**src/rtl/pwm_secuenciador_if.sv**
```systemverilog
// pwm_secuenciador_if
//   Configuration bus used to load the duty table of pwm_secuenciador.
//   master : the configuration/control logic that writes table entries
//   slave  : the scheduler that owns the table
// Signals
//   cfg_we    master -> slave  table write strobe
//   cfg_addr  master -> slave  table write address (AW bits)
//   cfg_data  master -> slave  duty word to store (R bits)
//   cfg_rej   slave -> master  1-clk pulse, write refused (busy or bad address)
interface pwm_secuenciador_if #(
   parameter int R     = 6,
   parameter int STEPS = 36
) ();
   localparam int AW = $clog2(STEPS);

   logic          cfg_we;
   logic [AW-1:0] cfg_addr;
   logic [R-1:0]  cfg_data;
   logic          cfg_rej;

   modport master (output cfg_we, output cfg_addr, output cfg_data, input cfg_rej);
   modport slave  (input cfg_we, input cfg_addr, input cfg_data, output cfg_rej);
endinterface

```
**src/rtl/pwm_secuenciador.sv**
```systemverilog
// pwm_secuenciador
//   Duty-cycle scheduler for an R-bit PWM core. Holds a table of STEPS duty
//   words and walks through it, keeping each word for hold_count PWM periods.
//   Every duty change is aligned to the PWM counter wrap (period_end) so a
//   PWM period never carries two duty values.
// Ports
//   clk, rst_n   clock (posedge) and asynchronous active-low reset
//   cfg          table write bus (slave side): cfg_we/cfg_addr/cfg_data, cfg_rej
//   start        1-clk pulse, begin a sequence (only accepted in IDLE)
//   stop         1-clk pulse, end the sequence at the next period boundary
//   loop_en      wrap to step 0 after the last step (sampled on start)
//   hold_count   PWM periods per step (sampled on start, 0 refuses start)
//   period_end   1-clk pulse from the PWM core at its counter wrap
//   duty         duty word to the PWM core
//   duty_valid   1-clk pulse in the cycle duty takes a new value
//   step_idx     current table index
//   busy         high while aligning or running
//   done         1-clk pulse when a sequence ends (one-shot end or stop)
module pwm_secuenciador #(
   parameter int R      = 6,
   parameter int STEPS  = 36,
   parameter int HOLD_W = 16,
   localparam int AW    = $clog2(STEPS)
) (
   input  logic                clk,
   input  logic                rst_n,
   pwm_secuenciador_if.slave   cfg,
   input  logic                start,
   input  logic                stop,
   input  logic                loop_en,
   input  logic [HOLD_W-1:0]   hold_count,
   input  logic                period_end,
   output logic [R-1:0]        duty,
   output logic                duty_valid,
   output logic [AW-1:0]       step_idx,
   output logic                busy,
   output logic                done
);

   typedef enum logic [1:0] {
      IDLE  = 2'd0,
      ALIGN = 2'd1,
      RUN   = 2'd2
   } state_t;

   state_t              state_r;
   logic [R-1:0]        table_r [STEPS];
   logic [HOLD_W-1:0]   cnt_r;
   logic [HOLD_W-1:0]   hold_r;
   logic                loop_r;
   logic                stop_pend_r;

   logic                wr_ok_s;
   logic                step_end_s;
   logic                last_step_s;
   logic                finish_s;
   logic [AW-1:0]       next_idx_s;

   // Write acceptance, step bookkeeping and the "sequence ends on this edge" decision
   always_comb begin
      // Address compare is one bit wider so STEPS == 2**AW still works
      wr_ok_s     = cfg.cfg_we && (state_r == IDLE) &&
                    ({1'b0, cfg.cfg_addr} < (AW+1)'(STEPS));
      // hold_r is never 0 outside IDLE, so hold_r-1 cannot underflow while used
      step_end_s  = (cnt_r >= (hold_r - HOLD_W'(1)));
      last_step_s = (step_idx == AW'(STEPS - 1));
      next_idx_s  = step_idx + AW'(1);
      // A pending (or same-cycle) stop wins over any step advance on this boundary
      if ((state_r == ALIGN) || (state_r == RUN)) begin
         finish_s = period_end &&
                    (stop || stop_pend_r ||
                     ((state_r == RUN) && step_end_s && last_step_s && !loop_r));
      end else begin
         finish_s = 1'b0;
      end
   end

   // Duty table storage; no reset, the table is loaded before a sequence runs
   always_ff @(posedge clk) begin
      if (wr_ok_s) begin
         table_r[cfg.cfg_addr] <= cfg.cfg_data;
      end
   end

   // Refused-write flag, one cycle after the offending strobe
   always_ff @(posedge clk or negedge rst_n) begin
      if (!rst_n) begin
         cfg.cfg_rej <= 1'b0;
      end else begin
         cfg.cfg_rej <= cfg.cfg_we && !wr_ok_s;
      end
   end

   // Sequencer FSM with registered duty/step/status outputs
   always_ff @(posedge clk or negedge rst_n) begin
      if (!rst_n) begin
         state_r     <= IDLE;
         duty        <= {R{1'b0}};
         duty_valid  <= 1'b0;
         step_idx    <= {AW{1'b0}};
         busy        <= 1'b0;
         done        <= 1'b0;
         cnt_r       <= {HOLD_W{1'b0}};
         hold_r      <= {HOLD_W{1'b0}};
         loop_r      <= 1'b0;
         stop_pend_r <= 1'b0;
      end else begin
         duty_valid <= 1'b0;
         done       <= 1'b0;
         if (finish_s) begin
            state_r     <= IDLE;
            duty        <= {R{1'b0}};
            duty_valid  <= 1'b1;
            done        <= 1'b1;
            step_idx    <= {AW{1'b0}};
            cnt_r       <= {HOLD_W{1'b0}};
            stop_pend_r <= 1'b0;
            busy        <= 1'b0;
         end else begin
            case (state_r)
               IDLE: begin
                  // start together with stop, or with a zero hold, is ignored
                  if (start && !stop && (hold_count != {HOLD_W{1'b0}})) begin
                     state_r     <= ALIGN;
                     busy        <= 1'b1;
                     hold_r      <= hold_count;
                     loop_r      <= loop_en;
                     stop_pend_r <= 1'b0;
                  end
               end
               ALIGN: begin
                  if (stop) begin
                     stop_pend_r <= 1'b1;
                  end
                  if (period_end) begin
                     duty       <= table_r[{AW{1'b0}}];
                     step_idx   <= {AW{1'b0}};
                     cnt_r      <= {HOLD_W{1'b0}};
                     duty_valid <= 1'b1;
                     state_r    <= RUN;
                  end
               end
               RUN: begin
                  if (stop) begin
                     stop_pend_r <= 1'b1;
                  end
                  if (period_end) begin
                     if (!step_end_s) begin
                        cnt_r <= cnt_r + HOLD_W'(1);
                     end else begin
                        cnt_r      <= {HOLD_W{1'b0}};
                        duty_valid <= 1'b1;
                        // Reaching here on the last step means looping is enabled
                        if (last_step_s) begin
                           step_idx <= {AW{1'b0}};
                           duty     <= table_r[{AW{1'b0}}];
                        end else begin
                           step_idx <= next_idx_s;
                           duty     <= table_r[next_idx_s];
                        end
                     end
                  end
               end
               default: begin
                  state_r <= IDLE;
                  busy    <= 1'b0;
               end
            endcase
         end
      end
   end

endmodule
```
**src/flat_wrapper.sv**
```systemverilog
// flat-port wrapper written by rule: the top's interface ports become plain ports
module pwm_secuenciador_flat 
#(
   parameter int R      = 6,
   parameter int STEPS  = 36,
   parameter int HOLD_W = 16,
   localparam int AW    = $clog2(STEPS)
)
  (clk, rst_n, start, stop, loop_en, hold_count, period_end, duty, duty_valid, step_idx, busy, done, cfg_cfg_we, cfg_cfg_addr, cfg_cfg_data, cfg_cfg_rej);
  pwm_secuenciador_if #(.R(R), .STEPS(STEPS)) cfg_i ();
  input  logic clk;
  input  logic rst_n;
  input  logic start;
  input  logic stop;
  input  logic loop_en;
  input  logic [HOLD_W-1:0] hold_count;
  input  logic period_end;
  output logic [R-1:0] duty;
  output logic duty_valid;
  output logic [AW-1:0] step_idx;
  output logic busy;
  output logic done;
  input wire logic [$bits(cfg_i.cfg_we)-1:0] cfg_cfg_we;
  input wire logic [$bits(cfg_i.cfg_addr)-1:0] cfg_cfg_addr;
  input wire logic [$bits(cfg_i.cfg_data)-1:0] cfg_cfg_data;
  output wire logic [$bits(cfg_i.cfg_rej)-1:0] cfg_cfg_rej;
  assign cfg_i.cfg_we = cfg_cfg_we;
  assign cfg_i.cfg_addr = cfg_cfg_addr;
  assign cfg_i.cfg_data = cfg_cfg_data;
  assign cfg_cfg_rej = cfg_i.cfg_rej;
  pwm_secuenciador #(.R(R), .STEPS(STEPS), .HOLD_W(HOLD_W)) u_core (.clk(clk), .rst_n(rst_n), .cfg(cfg_i), .start(start), .stop(stop), .loop_en(loop_en), .hold_count(hold_count), .period_end(period_end), .duty(duty), .duty_valid(duty_valid), .step_idx(step_idx), .busy(busy), .done(done));
endmodule
```
**config.mk**
```make
export PLATFORM = sky130hd
export DESIGN_NAME = pwm_secuenciador_flat
export DESIGN_NICKNAME = d
export VERILOG_FILES = /design/src/rtl/pwm_secuenciador_if.sv /design/src/rtl/pwm_secuenciador.sv /design/src/flat_wrapper.sv
export SDC_FILE = /design/constraint.sdc
export NUM_CORES = 1
export LEC_CHECK = 0
export CAP_MARGIN = 20
export CORE_MARGIN = 2
export CORE_UTILIZATION = 45
export DETAILED_ROUTE_END_ITERATION = 8
export GPL_TIMING_DRIVEN = 0
export SYNTH_ARGS = -nofsm -noshare
export SYNTH_HDL_FRONTEND = slang
export SYNTH_SLANG_ARGS = --single-unit
```
**constraint.sdc**
```tcl
create_clock -name clk -period 4.3 [get_ports clk]
set_input_delay 1.075 -clock clk [delete_from_list [all_inputs] [get_ports clk]]
set_output_delay 1.075 -clock clk [all_outputs]
set_load 0.01 [all_outputs]
```
==> metrics.yaml, run 1 <==
clk_latency_ns: 0.56
yosys-top-cells-area: "edfxtp_1, dfrtp_1, mux4_2, nand2_1, nor2_1"
syn-num-nets: 901
cts_root_buffer: "clkbuf_16"
syn_to_final_growth_pct: 16.4
pin_count: 51
vias: 7191
clock_path_buffers: 3
tightest_slew_ns: 0.972
nNetsFinal: 986
yosys_most_used_dff: "edfxtp_1"
netlist_area_um2: 11800
synth.top_cell.area_share_pct: 55.0
diodes: 0
grt_overflow_total: 0
maxSlewHeadroom_pct: 34.7
timing.final.crit_share_pct: 89.2
drt_iter0_drc: 701
first_pass_iters: 5
dieArea_um2: 27500
final_max_slew_viol_count: 0
fin_skew_ns: 0.0113
worst_hold_slack_ns: 0.483
fp.dieW_um: 166
worstPathArrival_ns: 4.27
async_flop_share_pct: 19.4
drive_gt1_share_pct: 14.3
routed-wl-met3_um: 1210
maxCapViolCount: 0
placed_area_um2: 12800
finalSetupViolations: 0
fin_ws_ns: 0.463
path_max_fanout: 10
place_ws_ns: 0.232
synth_most_common_cell: "edfxtp_1"
yosys_warnings: 0
dr.max_layer_used: "met4"
yosysSeqAreaShare_pct: 66.0
rsz0062_at_grt: "no"
hold_class: "reg -> reg"
start_util_pct: 45.5
cts_tree: "done"
stdcell_count: 1285
synth-edff-count: 216
design_area_um2: 13700
avgSynthCellArea_um2: 14.0
die_h_um: 166
cp_slowest_cell: "dfrtp_1"
drt-met1-wl_um: 12100
antenna_found_initial: 0
path_cells: "nor2_1, nand4b_1, nor3_2, nand2_1, nor3_1, xnor2_1, ha_1, a21oi_1, and2b_2, o21ai_1, nand4_4, o2111ai_4, and3_1, buf_6, buf_12, mux2_4"
cp.required_ns: 4.73
routed_wl_um: 27300
period_needed_ns: 3.84
vias_per_cell: 5.60
cp-end-kind: "flop"
crit_type: "reg -> reg"
h-tree-depth: 1
dr_wl_met2_um: 13300
rows: 59
ys_ff_latch: 268
grt_start_max_net_pins: 37
status: "finished, final reports clean"
cts_sinks: 268
syn_inst: 843
final_core_util_pct: 53.0
portBuffers: 49
core-area_um2: 25900
cts.clk_slew.worst_paths_ns: 0.06
cts_buffers: 29
ant_nets: 0
startpoint_type: "flop"
final-hold-violation-count: 0
fmax_mhz: 261
dp_hpwl_um: 19200
avgRoutedWirePerCell_um: 21.3
ys_top_cells_by_count: "edfxtp_1, nand2_1, nor2_1"
power_mw: 7.43
synth_area_leader_cell: "edfxtp_1"
grt.total_usage_pct: 19.9
grt_pass1_wl_um: 42200
grt_pass1_vias: 7216
ys_types: 62
drc_errors: 0
placedCellCount: 1232
fin_tns_setup_ns: 0
peakVddDrop_uv: 359
crit_path_max_incr_delay_ns: 0.43
gp_congestion: 0.946
p_leak_nw: 4.69
power_density_nw_per_um2: 541
hold_buffers: 0
report_power, final:
part           internal (mW)  switching, mW  total (mW)  leakage [nW]
logic                  0.859           1.07        1.93          1.64
clock network           1.36           1.02        2.38         0.440
registers               2.96          0.150        3.11          2.61
total                   5.18           2.24        7.43          4.69
critical path: cells and delay by family, from the launching register on:
kind / cells / cell delay (ns)
adders and majority gates: 1 / 0.26
muxes: 1 / 0.30
DFF: 1 / 0.43
xor gates and xnor gates: 1 / 0.15
and+or+nand+nor: 8 / 1.52
AOI/OAI and AO/OA: 3 / 0.74
buffers and inverters: 2 / 0.30
state kept, by name, indices dropped and copies added (netlist names), 2 cells and up:
name	count
u_core.duty	6
u_core.state_r	2
u_core.table_r	216
u_core.cnt_r	16
u_core.step_idx	6
u_core.hold_r	16
final cells by class:
| class | count | area, um2 |
|---|---|---|
| Inverter | 11 | 41.3 |
| Multi-Input combinational cell | 531 | 3780 |
| Tap cell | 335 | 419 |
| Timing Repair Buffer | 54 | 593 |
| Clock buffer | 33 | 741 |
| Fill cell | 2204 | 12200 |
| Sequential cell | 268 | 7790 |
| Clock inverter | 20 | 171 |
| Buffer | 33 | 186 |
final timing paths:
kind                            cells after the start  slack [ns]                        endpoint                          from
worst max register to register                     16        0.46    u_core.hold_r[0]$_DFFE_PN0P_  u_core.hold_r[2]$_DFFE_PN0P_
min in group asynchronous                           1        0.49    u_core.cnt_r[12]$_DFFE_PN0P_                         rst_n
worst min-delay path                                2        0.48      u_core.duty[0]$_DFFE_PN0P_    u_core.duty[0]$_DFFE_PN0P_
worst max-delay path                               16        0.46    u_core.hold_r[0]$_DFFE_PN0P_  u_core.hold_r[2]$_DFFE_PN0P_
worst min register to register                      2        0.48      u_core.duty[0]$_DFFE_PN0P_    u_core.duty[0]$_DFFE_PN0P_
max in group asynchronous                           2        3.23  u_core.stop_pend_r$_DFFE_PN0P_                         rst_n
logic make-up after synthesis:
logic type | share of synthesized area, %
xor gates and xnor gates | 2.08
muxes | 9.26
AOI/OAI and AO/OA | 5.84
and+or+nand+nor | 12.4
buffers and inverters | 1.93
adders and majority gates | 2.44
DFF | 66.0
per-layer routing:
| metal | global-route usage [%] | up-vias |
|---|---|---|
| met5 | 0 | - |
| met4 | 6.47 | 0 |
| met3 | 2.65 | 49 |
| met2 | 33.3 | 205 |
| met1 | 27.1 | 3561 |
| li1 | - | 3376 |
cell usage in the layout (no fill, tap or decap), drive strengths merged, types with 4 or more instances in the layout:
| cell type | instances |
|---|---|
| a21oi | 9 |
| a221oi | 6 |
| a31oi | 15 |
| a32oi | 13 |
| and3 | 8 |
| buf | 23 |
| clkbuf | 50 |
| clkdlybuf4s50 | 47 |
| clkinv | 13 |
| dfrtp | 52 |
| edfxtp | 216 |
| ha | 23 |
| inv | 13 |
| mux2 | 23 |
| mux2i | 12 |
| mux4 | 30 |
| nand2 | 114 |
| nand2b | 4 |
| nand3 | 39 |
| nand3b | 6 |
| nand4 | 9 |
| nor2 | 90 |
| nor2b | 5 |
| nor3 | 17 |
| nor4 | 7 |
| o21a | 4 |
| o21ai | 26 |
| o221ai | 6 |
| or2 | 4 |
| xnor2 | 12 |
| xor2 | 16 |
what timing repair did:
item,in CTS,in global routing
setup endpoints to repair,0,11
resized for setup,0,2
buffers inserted,0,0
endpoints found under the hold margin,0,0
No activity file was read; power rests on OpenSTA's default activity.
==> run 2: changes to the inputs <==
- HOLD_SLACK_MARGIN: unset -> 0.06
- clock period: 4.3 -> 4.17 ns (I/O delays scaled with it)
==> run 2 against run 1 <==
Design area about the same. Count of clock-buffer cells in the layout unchanged. Clock power grew 3%. Via count hardly changed. Die area unchanged. Worst setup slack worse by 0.12 ns. Critical path type unchanged. Critical path depth unchanged. First-iteration DRC count up 1.7%. Non-clock buffer count did not move.
==> metrics.yaml, run 2 (synthesized netlist as in run 1, its figures left out) <==
status: "finished, final reports clean"  # unchanged
design_area_um2: 13700  # about the same
clk_latency_ns: 0.56  # about the same
grt.total_usage_pct: 19.9  # unchanged
fin_tns_setup_ns: 0  # unchanged
cts_buffers: 29  # unchanged
multi_input_area_um2: 3790  # was 3780 um2
placed_area_um2: 12800  # unchanged
largest_reg_flops: 216  # unchanged
largestRegisters: "u_core.table_r: 216 flops, u_core.cnt_r: 16 flops, u_core.hold_r: 16 flops"  # unchanged
cts_tree: "done"  # unchanged
worstPathArrival_ns: 4.26  # was 4.27 ns
cts.clk_slew.worst_paths_ns: 0.06  # about the same
vias: 7184  # was 7191
finalSetupViolations: 0  # unchanged
grt_overflow_total: 0  # unchanged
diodes: 0  # unchanged
combPwrFrac_pct: 26.0  # about the same
fin_skew_ns: 0.0135  # was 0.0113 ns
maxSlewHeadroom_pct: 35.4  # was 34.7%
cts_root_buffer: "clkbuf_16"  # unchanged
die_h_um: 166  # unchanged
final_common_cell: "edfxtp_1"  # unchanged
crit_type: "reg -> reg"  # unchanged
cp-endpoint: "u_core.hold_r[0]$_DFFE_PN0P_"  # unchanged
cp.required_ns: 4.60  # was 4.73 ns
power_density_nw_per_um2: 558  # was 541 nW/um2
rsz0062_at_grt: "no"  # unchanged
ant_nets: 0  # unchanged
drc_errors: 0  # unchanged
r2r_start: "u_core.hold_r[2]$_DFFE_PN0P_"  # unchanged
power.internal_mw: 5.35  # was 5.18 mW
stdcell_count: 1285  # unchanged
portBuffers: 49  # unchanged
drive_gt1_share_pct: 14.5  # was 14.3%
fin_ws_ns: 0.341  # was 0.463 ns
avgRoutedWirePerCell_um: 21.3  # about the same
peakVddDrop_uv: 376  # was 359 uV
vias_per_cell: 5.59  # was 5.60
final-hold-violation-count: 0  # unchanged
grt_pass1_vias: 7216  # unchanged
cp_slowest_cell: "dfrtp_1"  # unchanged
path_cells: "nor2_1, nand4b_1, nor3_2, nand2_1, nor3_1, xnor2_1, ha_1, a21oi_1, and2b_2, o21ai_1, nand4_4, o2111ai_4, and3_1, buf_6, buf_12, mux2_4"  # unchanged
clock_path_buffers: 3  # unchanged
h-tree-depth: 1  # unchanged
maxCapViolCount: 0  # unchanged
largest_register: "u_core.table_r"  # unchanged
tightest_slew_ns: 0.963  # was 0.972 ns
pin_count: 51  # unchanged
grt_pass1_wl_um: 42200  # unchanged
dp_hpwl_um: 19200  # unchanged
routed_wl_um: 27400  # was 27300 um
cp-startpoint: "u_core.hold_r[2]$_DFFE_PN0P_"  # unchanged
drt_iter0_drc: 713  # was 701
dieArea_um2: 27500  # unchanged
clock_power_share_pct: 32.1  # about the same
cp-end-kind: "flop"  # unchanged
crit_path_max_incr_delay_ns: 0.43  # about the same
antenna_found_initial: 0  # unchanged
switching_share_pct: 30.2  # about the same
layout.cells.most_common_list: "edfxtp_1, nand2_1, nor2_1, dfrtp_1, clkdlybuf4s50_1"  # unchanged
nNetsFinal: 986  # unchanged
power_mw: 7.66  # was 7.43 mW
worst_hold_slack_ns: 0.463  # was 0.483 ns
gp_congestion: 0.946  # unchanged
post_cts_buffers: 0  # unchanged
switchingPower_mw: 2.32  # was 2.24 mW
core-area_um2: 25900  # unchanged
worst-r2r-cell-count: 16  # unchanged
grt_start_max_net_pins: 37  # unchanged
start_util_pct: 45.5  # unchanged
final_max_slew_viol_count: 0  # unchanged
rows: 59  # unchanged
final_core_util_pct: 53.0  # about the same
p_leak_nw: 4.69  # about the same
placedCellCount: 1232  # unchanged
cts_sinks: 268  # unchanged
hold_class: "in -> async"  # was reg -> reg
startpoint_type: "flop"  # unchanged
fmax_mhz: 261  # about the same
rr_endpoint: "u_core.hold_r[0]$_DFFE_PN0P_"  # unchanged
timing.final.crit_share_pct: 91.8  # was 89.2%
path_max_fanout: 10  # unchanged
n_fill_cell: 2203  # was 2204
place_ws_ns: 0.102  # was 0.232 ns
fp.dieW_um: 166  # unchanged
reg2reg_slack_ns: 0.34  # was 0.46 ns
syn_to_final_growth_pct: 16.5  # was 16.4%
first_pass_iters: 5  # unchanged
area.sequential_um2: 7790  # unchanged
period_needed_ns: 3.83  # was 3.84 ns
pwr-share-seq_pct: 41.9  # about the same
run 2: final cells by class:
cell class / instances / area share (%)
Buffer: 33 / 1.36
Tap cell: 335 / 3.05
Timing Repair Buffer: 54 / 4.32
Clock buffer: 33 / 5.39
Multi-Input combinational cell: 531 / 27.6
Clock inverter: 20 / 1.25
Inverter: 11 / 0.301
Sequential cell: 268 / 56.7
run 2: per-layer routing:
layer | share of wire (%) | wire length [um] | global-route usage, %
met5 | 0 | 0 | 0
met4 | 3.1 | 842 | 6.47
met3 | 4.9 | 1330 | 2.65
met2 | 48 | 13300 | 33.3
met1 | 44 | 11900 | 27.1
run 2: what timing repair did:
item,4_1_cts,5_1_grt
resized for setup,0,4
hold buffers,0,0
endpoints found under the setup margin,0,27
endpoints found under the hold margin,0,0
run 2: worst max-delay path: cells and delay by family (launching register included):
| kind | cells | cell delay (ns) |
|---|---|---|
| muxes | 1 | 0.30 |
| adders and majority gates | 1 | 0.27 |
| AOI/OAI and AO/OA | 3 | 0.73 |
| xor gates and xnor gates | 1 | 0.15 |
| and+or+nand+nor | 8 | 1.52 |
| DFF | 1 | 0.43 |
| buffers and inverters | 2 | 0.30 |
run 2: power groups by stage:
stage               clock network (mW)  registers, mW  logic (mW)
floorplan                            0           3.24        1.32
global placement                     0           3.27        1.98
detailed placement                   0           3.26        2.01
CTS                               2.50           3.21        2.01
global route                      2.61           3.24        2.18
finish                            2.46           3.21        1.99
run 2: worst min-delay path by stage:
stage	endpoint	slack (ns)	depth (start not counted)
detailed placement	u_core.duty[0]$_DFFE_PN0P_	0.48	2
global route	u_core.cnt_r[12]$_DFFE_PN0P_	0.49	1
floorplan	u_core.loop_r$_DFFE_PN0P_	0.47	1
finish	u_core.cnt_r[12]$_DFFE_PN0P_	0.46	1
CTS	u_core.cnt_r[12]$_DFFE_PN0P_	0.46	1
global placement	u_core.duty[5]$_DFFE_PN0P_	0.47	2
==> run 3: changes to the inputs <==
- CTS_BUF_LIST: unset -> sky130_fd_sc_hd__clkbuf_8 sky130_fd_sc_hd__clkbuf_16
- DONT_BUFFER_PORTS: unset -> 1
==> run 3 against run 2 <==
First-iteration DRC count fell by 22%. Design area fell by 4.0%. Non-clock buffer count decreased by 52. Clock skew decreased by 0.0039 ns. Clock power is 3% higher. Power down 1.1%.
==> metrics.yaml, run 3 (synthesized netlist as in run 1, its figures left out) <==
final_max_slew_viol_count: 0  # unchanged
vias: 6980  # was 7184
peakVddDrop_uv: 349  # was 376 uV
power_mw: 7.57  # was 7.66 mW
maxSlewHeadroom_pct: 35.2  # was 35.4%
fin_skew_ns: 0.00961  # was 0.0135 ns
drive_gt1_share_pct: 14.6  # was 14.5%
timing.final.crit_share_pct: 91.1  # was 91.8%
cts_tree: "done"  # unchanged
worst-r2r-cell-count: 16  # unchanged
clock_path_buffers: 3  # unchanged
diodes: 0  # unchanged
die_h_um: 166  # unchanged
cp-end-kind: "flop"  # unchanged
worstPathArrival_ns: 4.24  # was 4.26 ns
grt_overflow_total: 0  # unchanged
switching_share_pct: 29.7  # was 30.2%
pin_count: 51  # unchanged
maxCapViolCount: 0  # unchanged
startpoint_type: "flop"  # unchanged
largestRegisters: "u_core.table_r: 216 flops, u_core.cnt_r: 16 flops, u_core.hold_r: 16 flops"  # unchanged
vias_per_cell: 5.66  # was 5.59
final_common_cell: "edfxtp_1"  # unchanged
grt_start_max_net_pins: 53  # was 37
n_fill_cell: 2174  # was 2203
path_max_fanout: 10  # unchanged
nNetsFinal: 934  # was 986
routed_wl_um: 27000  # was 27400 um
reg2reg_slack_ns: 0.37  # was 0.34 ns
period_needed_ns: 3.80  # was 3.83 ns
start_util_pct: 45.5  # unchanged
dieArea_um2: 27500  # unchanged
gp_congestion: 0.918  # was 0.946
hold_class: "in -> async"  # unchanged
first_pass_iters: 4  # was 5
ant_nets: 0  # unchanged
fin_ws_ns: 0.371  # was 0.341 ns
p_leak_nw: 4.53  # was 4.69 nW
largest_reg_flops: 216  # unchanged
grt.total_usage_pct: 19.8  # was 19.9%
tightest_slew_ns: 0.965  # was 0.963 ns
pwr-share-seq_pct: 42.8  # was 41.9%
final-hold-violation-count: 0  # unchanged
layout.cells.most_common_list: "edfxtp_1, nand2_1, nor2_1, dfrtp_1, nand3_1"  # was edfxtp_1, nand2_1, nor2_1, dfrtp_1, clkdlybuf4s50_1
fin_tns_setup_ns: 0  # unchanged
cp-startpoint: "u_core.hold_r[2]$_DFFE_PN0P_"  # unchanged
power_density_nw_per_um2: 574  # was 558 nW/um2
r2r_start: "u_core.hold_r[2]$_DFFE_PN0P_"  # unchanged
core-area_um2: 25900  # unchanged
cts_sinks: 268  # unchanged
finalSetupViolations: 0  # unchanged
cts.clk_slew.worst_paths_ns: 0.06  # about the same
fmax_mhz: 263  # was 261 MHz
h-tree-depth: 1  # unchanged
syn_to_final_growth_pct: 11.8  # was 16.5%
cts_root_buffer: "clkbuf_16"  # unchanged
status: "finished, final reports clean"  # unchanged
crit_type: "reg -> reg"  # unchanged
avgRoutedWirePerCell_um: 21.9  # was 21.3 um
power.internal_mw: 5.33  # was 5.35 mW
place_ws_ns: 0.0548  # was 0.102 ns
rows: 59  # unchanged
fp.dieW_um: 166  # unchanged
antenna_found_initial: 0  # unchanged
grt_pass1_vias: 6971  # was 7216
dp_hpwl_um: 18400  # was 19200 um
drc_errors: 0  # unchanged
cts_buffers: 29  # unchanged
largest_register: "u_core.table_r"  # unchanged
clk_latency_ns: 0.56  # about the same
rr_endpoint: "u_core.hold_r[13]$_DFFE_PN0P_"  # was u_core.hold_r[0]$_DFFE_PN0P_
clock_power_share_pct: 33.5  # was 32.1%
portBuffers: 0  # was 49
rsz0062_at_grt: "no"  # unchanged
drt_iter0_drc: 557  # was 713
combPwrFrac_pct: 23.7  # was 26.0%
grt_pass1_wl_um: 41900  # was 42200 um
cp.required_ns: 4.61  # was 4.60 ns
switchingPower_mw: 2.25  # was 2.32 mW
-- run 3: cell count changes in the layout (fill, tap and decap cells not counted), moves of 2 or more --
cell,previous run,this run
clkbuf_1,20,16
buf_16,3,0
clkinv_1,8,1
inv_1,10,20
buf_2,14,11
clkbuf_8,1,7
clkdlybuf4s50_1,46,0
clkinvlp_4,3,0
clkinv_2,5,3
buf_4,2,4
-- run 3: area by class of cell --
class / count / area, um2 / area share (%)
tap: 335 / 419 / 3.18
sequential: 268 / 7790 / 59.0
multi-input combinational: 531 / 3780 / 28.7
clock buffer: 35 / 808 / 6.13
clock inverter: 18 / 148 / 1.12
inverter: 11 / 41.3 / 0.313
buffer: 33 / 186 / 1.41
timing repair buffer: 2 / 15.0 / 0.114
-- run 3: power by group through the flow --
stage                     Combinational [mW]  Sequential, mW  Clock [mW]
after floorplan                         1.32            3.24           0
after global placement                  1.78            3.30           0
after detailed placement                1.80            3.30           0
after CTS                               1.80            3.24        2.57
after global routing                    1.98            3.27        2.68
final                                   1.80            3.24        2.54
-- run 3: per-stage QoR --
stage	area [um2]	hold slack (ns)	std cells	util [%]
floorplan	11800	0.475	843	-
global placement	12200	0.499	1178	47.1
detailed placement	12200	0.518	1178	47.1
CTS	13200	0.153	1231	50.8
global route	13200	0.152	1233	50.9
finish	13200	0.171	1233	50.9
-- run 3: worst max-delay path, stage by stage (launching register included) --
cell and delay [ns]:
dfrtp_1 0.43, nor2_1 0.15, nand4b_1 0.17, nor3_2 0.23
nand2_1 0.15, nor3_1 0.20, xnor2_1 0.16, ha_1 0.26
a21oi_1 0.13, and2b_2 0.22, o21ai_1 0.25, nand4_4 0.23
o2111ai_4 0.29, and3_1 0.20, buf_6 0.15, buf_12 0.15
mux2_4 0.30
-- run 3: worst max path at each step --
stage	endpoint	slack (ns)	depth (start not counted)
final	u_core.hold_r[13]$_DFFE_PN0P_	0.37	16
after global routing	u_core.step_idx[3]$_DFFE_PN0P_	0.04	15
after CTS	u_core.hold_r[0]$_DFFE_PN0P_	0.11	16
after detailed placement	u_core.hold_r[0]$_DFFE_PN0P_	0.05	16
after global placement	u_core.hold_r[1]$_DFFE_PN0P_	0.06	16
after floorplan	u_core.hold_r[0]$_DFFE_PN0P_	0.57	16
-- run 3: what timing repair did --
| action | 4_1_cts | 5_1_grt |
|---|---|---|
| endpoints found under the setup margin | 10 | 27 |
| hold buffers | 0 | 0 |
| resized for setup | 1 | 1 |
| buffers inserted | 0 | 2 |
| cloned | 0 | 0 |
| pin swaps | 0 | 1 |
-- run 3: layer usage --
layer / GRT usage, % / wire length, um
met1: 27.5 / 11700
met2: 31.9 / 12800
met3: 3.62 / 1710
met4: 6.16 / 800
met5: 0 / 0
